$ cat src/rtl/dac_sample_sequencer.sv
// dac_sample_sequencer
//   Steps a frame of NUM_CHANNELS channel slots through the DAC main_state
//   phase codes, fetches one amplifier sample per slot via a req/ack
//   handshake and counts frames in timestamp.
//
// Ports
//   dataclk        in   sole clock, rising edge
//   reset          in   synchronous, active-low
//   run            in   level; start from IDLE, request stop when low
//   continuous_run in   ignore max_timestep when high
//   max_timestep   in   [31:0] frame count at which a bounded run stops
//   phase_cycles   in   [3:0] dwell cycles per phase (0 acts as 1)
//   sample_ack     in   upstream accepts sample_req, sample_data valid
//   sample_data    in   [15:0] amplifier word for current channel
//   main_state     out  [31:0] phase code
//   channel        out  [5:0] current channel slot
//   DAC_input      out  [15:0] last accepted sample
//   sample_req     out  sample request for current slot
//   sample_clk     out  high in phases 100/135/170 of channel 0
//   timestamp      out  [31:0] completed frame count
//   underflow      out  sticky: a slot ended its window without ack
//   running        out  high in RUN and DRAIN
module dac_sample_sequencer #(
  parameter int unsigned NUM_CHANNELS = 20
) (
  input  logic        dataclk,
  input  logic        reset,
  input  logic        run,
  input  logic        continuous_run,
  input  logic [31:0] max_timestep,
  input  logic [3:0]  phase_cycles,
  input  logic        sample_ack,
  input  logic [15:0] sample_data,
  output logic [31:0] main_state,
  output logic [5:0]  channel,
  output logic [15:0] DAC_input,
  output logic        sample_req,
  output logic        sample_clk,
  output logic [31:0] timestamp,
  output logic        underflow,
  output logic        running
);

  localparam int unsigned CH_W  = 6;
  localparam int unsigned PH_W  = 3;
  localparam int unsigned DW_W  = 4;

  localparam logic [31:0] MS_WAIT     = 32'd99;
  localparam logic [31:0] MS_CLK1_A   = 32'd100;
  localparam logic [31:0] MS_CLK9_D   = 32'd135;
  localparam logic [31:0] MS_CLK18_C  = 32'd170;
  localparam logic [31:0] MS_CLK27_B  = 32'd205;

  localparam logic [PH_W-1:0] PH_WAIT = 3'd0;
  localparam logic [PH_W-1:0] PH_CLK1 = 3'd1;
  localparam logic [PH_W-1:0] PH_CLK9 = 3'd2;
  localparam logic [PH_W-1:0] PH_C18  = 3'd3;
  localparam logic [PH_W-1:0] PH_LAST = 3'd4;

  localparam logic [CH_W-1:0] CH_LAST = CH_W'(NUM_CHANNELS - 1);

  typedef enum logic [1:0] {
    ST_IDLE  = 2'd0,
    ST_RUN   = 2'd1,
    ST_DRAIN = 2'd2
  } state_t;

  state_t            state;
  logic [PH_W-1:0]   phase_idx;
  logic [DW_W-1:0]   dwell;
  logic [DW_W-1:0]   pc_lat;

  logic              dwell_last_c;
  logic              slot_last_c;
  logic              frame_last_c;
  logic [31:0]       ts_inc_c;
  logic              stop_c;
  logic [PH_W-1:0]   nxt_phase_c;
  logic [CH_W-1:0]   nxt_channel_c;
  logic              nxt_sclk_c;

  // Phase index to main_state code
  function automatic logic [31:0] phase_code(input logic [PH_W-1:0] p);
    case (p)
      PH_WAIT: phase_code = MS_WAIT;
      PH_CLK1: phase_code = MS_CLK1_A;
      PH_CLK9: phase_code = MS_CLK9_D;
      PH_C18:  phase_code = MS_CLK18_C;
      default: phase_code = MS_CLK27_B;
    endcase
  endfunction

  // Position bookkeeping: where the sequencer goes on the next edge
  always_comb begin
    dwell_last_c  = (dwell == (pc_lat - 4'd1));
    slot_last_c   = dwell_last_c && (phase_idx == PH_LAST);
    frame_last_c  = slot_last_c && (channel == CH_LAST);
    ts_inc_c      = timestamp + 32'd1;
    stop_c        = !continuous_run && (ts_inc_c >= max_timestep);
    nxt_phase_c   = phase_idx;
    nxt_channel_c = channel;
    if (dwell_last_c) begin
      nxt_phase_c = (phase_idx == PH_LAST) ? PH_WAIT : PH_W'(phase_idx + 3'd1);
    end
    if (slot_last_c) begin
      nxt_channel_c = (channel == CH_LAST) ? '0 : CH_W'(channel + 6'd1);
    end
    nxt_sclk_c = (nxt_channel_c == '0) &&
                 ((nxt_phase_c == PH_CLK1) || (nxt_phase_c == PH_CLK9) ||
                  (nxt_phase_c == PH_C18));
  end

  // Sequencer FSM with registered outputs
  always_ff @(posedge dataclk) begin
    if (!reset) begin
      state      <= ST_IDLE;
      phase_idx  <= PH_WAIT;
      dwell      <= '0;
      pc_lat     <= 4'd1;
      main_state <= MS_WAIT;
      channel    <= '0;
      DAC_input  <= '0;
      sample_req <= 1'b0;
      sample_clk <= 1'b0;
      timestamp  <= '0;
      underflow  <= 1'b0;
      running    <= 1'b0;
    end else begin
      case (state)
        ST_IDLE: begin
          phase_idx  <= PH_WAIT;
          dwell      <= '0;
          main_state <= MS_WAIT;
          channel    <= '0;
          sample_req <= 1'b0;
          sample_clk <= 1'b0;
          running    <= 1'b0;
          if (run) begin
            state     <= ST_RUN;
            running   <= 1'b1;
            pc_lat    <= (phase_cycles == 4'd0) ? 4'd1 : phase_cycles;
            timestamp <= '0;
            underflow <= 1'b0;
          end
        end

        default: begin
          dwell      <= dwell_last_c ? '0 : DW_W'(dwell + 4'd1);
          phase_idx  <= nxt_phase_c;
          channel    <= nxt_channel_c;
          main_state <= phase_code(nxt_phase_c);
          sample_clk <= nxt_sclk_c;

          // Handshake: accept, time out at end of phase 170, or open at phase 100
          if (sample_req && sample_ack) begin
            DAC_input  <= sample_data;
            sample_req <= 1'b0;
          end else if (sample_req && (phase_idx == PH_C18) && dwell_last_c) begin
            sample_req <= 1'b0;
            underflow  <= 1'b1;
          end else if ((phase_idx == PH_WAIT) && dwell_last_c) begin
            sample_req <= 1'b1;
          end

          // A stop is only honoured on a frame boundary
          if (frame_last_c) begin
            timestamp <= ts_inc_c;
            if ((state == ST_DRAIN) || !run || stop_c) begin
              state      <= ST_IDLE;
              running    <= 1'b0;
              main_state <= MS_WAIT;
              channel    <= '0;
              sample_req <= 1'b0;
              sample_clk <= 1'b0;
            end
          end else if ((state == ST_RUN) && !run) begin
            state <= ST_DRAIN;
          end
        end
      endcase
    end
  end

endmodule

$ cat config.mk
export PLATFORM = sky130hd
export DESIGN_NAME = dac_sample_sequencer
export DESIGN_NICKNAME = d
export VERILOG_FILES = /design/src/rtl/dac_sample_sequencer.sv
export SDC_FILE = /design/constraint.sdc
export NUM_CORES = 1
export LEC_CHECK = 0
export CELL_PAD_IN_SITES_DETAIL_PLACEMENT = 1
export CELL_PAD_IN_SITES_GLOBAL_PLACEMENT = 1
export CORE_ASPECT_RATIO = 0.75
export CORE_UTILIZATION = 38
export CTS_CLUSTER_DIAMETER = 150
export CTS_CLUSTER_SIZE = 20
export DETAILED_ROUTE_END_ITERATION = 12
export PLACE_DENSITY_LB_ADDON = 0.08
export SLEW_MARGIN = 20
export SYNTH_ARGS = -nofsm -noshare
export SYNTH_HDL_FRONTEND = slang
export SYNTH_SLANG_ARGS = --single-unit
export TNS_END_PERCENT = 1
$ cat constraint.sdc
create_clock -name dataclk -period 8.9 [get_ports dataclk]
set_input_delay 1.78 -clock dataclk [delete_from_list [all_inputs] [get_ports dataclk]]
set_output_delay 1.78 -clock dataclk [all_outputs]
set_load 0.01 [all_outputs]
==> impl_metrics.tcl, run 1 <==
set metrics [dict create \
    outcome "finished, final reports clean" \
    clock_share_of_power_pct 39.3 \
    highest_clock_rate_ghz 0.236 \
    finalHoldViolCount 0 \
    cts_max_path_buffers 2 \
    crit_required_ps 9120 \
    fin_tns_setup_ps 0 \
    vias 4875 \
    main_combinational_cell_family_by_area_after_synthesis "simple AND/OR/NAND/NOR gates" \
    post_dp_cell_area_um2 6330 \
    fraction_of_the_mapped_netlist_area_in_simple_logic_gates_pct 23.6 \
    drt_pre_antenna_iters 4 \
    number_of_enable_flip_flop_cells_after_synthesis 0 \
    yosys_synthesis_warning_count 0 \
    library_cell_contributing_the_largest_single_delay_on_the_critical_path "nor4_1" \
    yosysTopAreaCell "dfxtp_1" \
    dieArea_um2 13900 \
    asyncSetResetFlopFracSynth_pct 0 \
    clk_transition_reported_paths_ps 60 \
    pwr-share-seq_pct 41.1 \
    setup_repair_after_global_routing_missed_its_margin "no" \
    max_cap_violations 0 \
    slowest_cell_delay_on_critical_path_ps 670 \
    final-setup-viol-count 0 \
    synth_compound_gate_area_share_pct 15.6 \
    cts_tree "built" \
    vias_per_cell 5.32 \
    mostFrequentLayoutCell "clkdlybuf4s50_1" \
    min-delay-path-class "flip-flop to flip-flop" \
    clkSinkCount 78 \
    yosys_register_bits 78 \
    detailedPlacementHpwl_um 11600 \
    netSwitchingFraction_pct 30.6 \
    drtIter0Drc 248 \
    synth_xor_area_share_pct 9.60 \
    cts_max_level 3 \
    fp.dieH_um 102 \
    overall_power_of_the_completed_layout_mw 0.905 \
    ys.flop_type "dfxtp_1" \
    placement_rows 36 \
    final_routed_wirelength_across_all_metal_layers_um 15500 \
    netlist-cell-type-count 64 \
    worst_hold_slack_after_final_layout_ps 455 \
    detail_route.wl_per_cell_um 16.9 \
    finish.net_count 837 \
    maximum_number_of_pins_on_one_net_before_global_route_repair 43 \
    overflow 0 \
    critPathLaunchType "flip-flop" \
    synth.area.mux_share_pct 1.57 \
    vdd_drop_max_v 0.000110 \
    synth-seq-area-share_pct 30.6 \
    cp-end-kind "flip-flop" \
    cts-resized-gates 0 \
    buffer_ports.inserted 121 \
    final_std_cell_area_no_fill_um2 6610 \
    post_route_cells_drive_above_1_share_pct 5.23 \
    drcViolationCount 0 \
    synthAdderAreaFrac_pct 9.55 \
    power.static_leakage_nw 2.62 \
    postSynthCellCount 635 \
    place.gp.congestion 0.836 \
    synth.top_cell.area_share_pct 30.6 \
    crit_chain "and4_1 -> nand4_1 -> nor4_1 -> and3_1 -> xor2_1 -> ha_1 -> and4_1 -> and4_1 -> nand3_1 -> o2111a_1 -> nor3_2 -> or4b_1" \
    area_growth_syn_to_layout_pct 29.4 \
    die-width_um 136 \
    p_per_cell_area_nw_per_um2 137 \
    cts_root_buffer "clkbuf_16" \
    switchingPower_mw 0.277 \
    grt_pass1_vias 4786 \
    drv_slew 0 \
    reg2reg_setup_slack_ps 4660 \
    syn_area_per_cell_um2 8.04 \
    postRouteAntennaNets 0 \
    synthesis.area_um2 5110 \
    final_cell_mix "clkdlybuf4s50_1, dfxtp_1, nand2_1, a21oi_1, nor2_1" \
    placeableCoreArea_um2 13100 \
    initial_core_util_pct 39.1 \
    io_pins 147 \
    holdBufCountCts 0 \
    postCtsSetupRepairBufs 0 \
    skew_ps 9.80 \
    worstMarginPinSlew_ps 1030 \
    wire_length_of_the_first_global_routing_pass_um 24300 \
    crit_path_max_fanout 10 \
    cts_made_buffers 9 \
    p_int_mw 0.629 \
    critical-path-top-cell-by-count "and4_1" \
    power.combinational.fraction_pct 19.6 \
    max-slew-margin-rel_pct 30.8 \
    synth_area_leaders "dfxtp_1, ha_1, nand2_1" \
    grt_antenna_before_repair 0 \
    criticalPathCategory "flip-flop to flip-flop" \
    globalRouteTotalUtil_pct 22.5 \
    clock_latency_ps 350 \
    insertedDiodeCount 0 \
    final_period_utilization_pct 47.6 \
    layout_min_cycle_time_ps 4240 \
    cp.arrival_ps 4450 \
]
final timing paths:
path	start	end	cells past startpoint
max reg2reg	timestamp[13]	main_state[6]	12
min	DAC_input[5]	DAC_input[5]	2
max	timestamp[13]	main_state[6]	12
min reg2reg	DAC_input[5]	DAC_input[5]	2
Yosys cell counts, drive strengths merged, types with 2 or more instances:
library cell / count
a41oi: 3
mux2i: 8
nand3: 25
a22o: 3
inv: 45
a21o: 3
nor2: 51
clkbuf: 19
xor2: 27
a2111o: 2
a211oi: 11
nor3: 14
o221a: 3
o21ai: 20
nor4b: 2
and2: 6
or2: 2
xnor2: 24
and3: 9
a31oi: 6
dfxtp: 78
a21boi: 2
nand2b: 4
a2bb2oi: 2
a21oi: 59
nand2: 78
nor2b: 5
nor4: 7
or4b: 2
ha: 39
buf: 33
or3: 4
o211ai: 3
and4: 9
nand4: 11
final cells by class:
type | instances | area (um^2)
Multi-Input combinational cell | 483 | 3150
Sequential cell | 78 | 1560
Fill cell | 1573 | 6450
Tap cell | 171 | 214
Clock inverter | 7 | 58.8
Timing Repair Buffer | 123 | 1230
Inverter | 46 | 173
Clock buffer | 9 | 225
power groups by stage:
| stage | clock network, mW | registers [mW] | logic (mW) |
|---|---|---|---|
| 3_5_place_dp | 0 | 0.379 | 0.175 |
| 3_3_place_gp | 0 | 0.378 | 0.170 |
| 2_1_floorplan | 0 | 0.379 | 0.121 |
| 4_1_cts | 0.363 | 0.372 | 0.178 |
| 5_1_grt | 0.381 | 0.373 | 0.194 |
| 6_report | 0.356 | 0.372 | 0.178 |
cells by family after synthesis:
kind of cell    after synthesis
compound gates              127
xor+xnor                     52
fa+ha+maj                    39
buf+inv                      98
flops                        78
mux                           8
other cells                   1
simple gates                232
sequential cells by signal, summed over array words and instances, names as in the netlist, 2 cells and up:
| signal | count |
|---|---|
| timestamp | 32 |
| DAC_input | 16 |
| main_state | 7 |
| channel | 6 |
| dwell | 4 |
| pc_lat | 4 |
| phase_idx | 3 |
| state | 2 |
critical path: cells and delay by family (launching register included):
family                   cells  cell delay, ps
AO/OA/AOI/OAI                1             330
XOR/XNOR                     1             170
adder cells (fa/ha/maj)      1             260
flip-flops                   1             530
AND/OR/NAND/NOR              9            2820
layer usage:
metal	part of all wire, %	global-route usage, %
met3	5.3	4.91
met5	0	0
met4	0.89	5.21
met2	45	36.6
met1	49	30.6
per-stage QoR:
step	setup slack (ps)	std cells	util [%]
CTS	4250	917	50.6
global placement	4210	901	48.4
global route	4460	917	50.6
finish	4660	917	50.6
floorplan	5250	659	-
detailed placement	3920	901	48.4
Power figures use the tool's default switching activity.
==> run 2: changes to the inputs <==
Settings changed: CORE_UTILIZATION 38 to 32.
Clock period 8.9 ns to 3.8 ns, I/O delays scaled along.
==> run 2 against run 1 <==
Compared with the run above: global-route usage decreased by 2.7 points; largest power group is now the clock network; cell area increased by 4.6%; cell count increased by 6.5%; register-to-register slack got worse by 4400 ps; clock-buffer cell count increased by 1; worst setup slack got worse by 4400 ps; via count decreased by 1.3%.
==> impl_metrics.tcl, run 2 (synthesis gave the netlist of run 1 again) <==
set metrics [dict create \
    outcome "finished, final reports clean" \
    worst_r2r_path_depth 13 \
    overflow 0 \
    cp-startpoint "timestamp[19]" \
    final_routed_wirelength_across_all_metal_layers_um 16200 \
    critPathLaunchType "flip-flop" \
    wire_length_of_the_first_global_routing_pass_um 25700 \
    detail_route.wl_per_cell_um 16.6 \
    min_delay_worst_endpoint "DAC_input[1]" \
    final_std_cell_area_no_fill_um2 6920 \
    globalRouteTotalUtil_pct 19.9 \
    worst_r2r_startpoint "timestamp[19]" \
    final_cell_mix "clkdlybuf4s50_1, dfxtp_1, nand2_1, a21oi_1, nor2_1" \
    vias_per_cell 4.93 \
    highest_clock_rate_ghz 0.282 \
    cp.arrival_ps 3760 \
    worst_hold_stages 2 \
    worst_hold_startpoint "DAC_input[1]" \
    cts_root_buffer "clkbuf_16" \
    layout_min_cycle_time_ps 3540 \
    crit-reg2reg-capture "main_state[6]" \
    max_cap_violations 0 \
    finalHoldViolCount 0 \
    setup_repair_after_global_routing_missed_its_margin "no" \
    min-delay-path-class "flip-flop to flip-flop" \
    grt_antenna_before_repair 0 \
    skew_ps 7.87 \
    postRouteAntennaNets 0 \
    dp_cells 959 \
    clk_transition_reported_paths_ps 60 \
    vdd_drop_max_v 0.000186 \
    reg_top3 "timestamp: 32 flops, DAC_input: 16 flops, main_state: 7 flops" \
    io_pins 147 \
    holdBufCountCts 0 \
    crit_required_ps 4020 \
    place.gp.congestion 0.888 \
    detailedPlacementHpwl_um 12600 \
    reg2reg_setup_slack_ps 260 \
    fin_tns_setup_ps 0 \
    cts_made_buffers 9 \
    filler_cells 1867 \
    max-slew-margin-rel_pct 29.5 \
    clkSinkCount 78 \
    final-setup-viol-count 0 \
    area_growth_syn_to_layout_pct 35.4 \
    power.static_leakage_nw 2.79 \
    crit_path_max_fanout 7 \
    criticalPathCategory "flip-flop to flip-flop" \
    cp-end-kind "flip-flop" \
    cts_max_level 3 \
    cts_tree "built" \
    grt_pass1_vias 4934 \
    placeableCoreArea_um2 15400 \
    drt_pre_antenna_iters 4 \
    initial_core_util_pct 33.1 \
    post_dp_cell_area_um2 6560 \
    largest_reg_flops 32 \
    placement_rows 39 \
    fp.dieH_um 111 \
    drcViolationCount 0 \
    finish.net_count 863 \
    insertedDiodeCount 0 \
    vias 4813 \
    drtIter0Drc 187 \
    buffer_ports.inserted 121 \
    cts_max_path_buffers 2 \
    drv_slew 0 \
    dieArea_um2 16500 \
    clock_latency_ps 340 \
    die-width_um 148 \
    maximum_number_of_pins_on_one_net_before_global_route_repair 42 \
    mostFrequentLayoutCell "clkdlybuf4s50_1" \
    worstMarginPinSlew_ps 1050 \
    post_route_cells_drive_above_1_share_pct 8.81 \
    p_per_cell_area_nw_per_um2 326 \
    final_period_utilization_pct 93.2 \
    instances_no_fill 977 \
    largest_register "timestamp" \
]
-- run 2: area by class of cell --
| type | instances | area (um^2) | area share (%) |
|---|---|---|---|
| Tap cell | 205 | 256 | 3.71 |
| Timing Repair Buffer | 149 | 1430 | 20.7 |
| Sequential cell | 78 | 1560 | 22.6 |
| Multi-Input combinational cell | 483 | 3170 | 45.8 |
| Clock inverter | 6 | 83.8 | 1.21 |
| Clock buffer | 10 | 239 | 3.46 |
| Inverter | 46 | 173 | 2.50 |
-- run 2: where the power goes --
part	leakage [nW]	switching (mW)	internal, mW
registers	0.630	0.0249	0.845
logic	1.99	0.248	0.187
clock network	0.163	0.356	0.592
total	2.79	0.629	1.62
-- run 2: critical path, stage by stage, from the launching register on --
cell      delay (ps)
dfxtp_1          410
and3_1           270
nand4_1          270
nor4b_2          290
buf_4            180
and3_1           210
xor2_1           170
ha_1             260
and4_1           230
and4_1           190
nand3_1          110
o2111a_2         250
nor3_2            90
or4b_1           500
-- run 2: worst max-delay path by stage --
| stage | cells after the start | to | slack [ps] |
|---|---|---|---|
| after floorplan | 14 | main_state[6] | 150 |
| after global placement | 13 | main_state[6] | 310 |
| after detailed placement | 12 | main_state[6] | 130 |
| after CTS | 12 | main_state[6] | 110 |
| after global routing | 12 | main_state[6] | 30 |
| final | 13 | main_state[6] | 260 |
-- run 2: repair_timing --
action	in CTS	in global routing
hold endpoints to repair	0	0
setup buffers	0	2
resized for setup	0	5
endpoints found under the setup margin	0	4
-- run 2: through the flow --
stage	utilization [%]	worst slack [ps]	power, mW	hold WS (ps)
after floorplan	-	150	1.17	449
after global placement	42.6	311	1.31	441
after detailed placement	42.6	128	1.32	448
after CTS	44.7	106	2.29	457
after global routing	44.8	29.0	2.36	476
final	44.8	259	2.25	455
-- run 2: routing by layer --
layer	vias to the layer above	GRT usage, %	routed length (um)
li1	2419	-	-
met1	2253	28.6	8520
met2	129	29.6	6690
met3	12	5.20	887
met4	0	4.26	141
met5	-	0	0
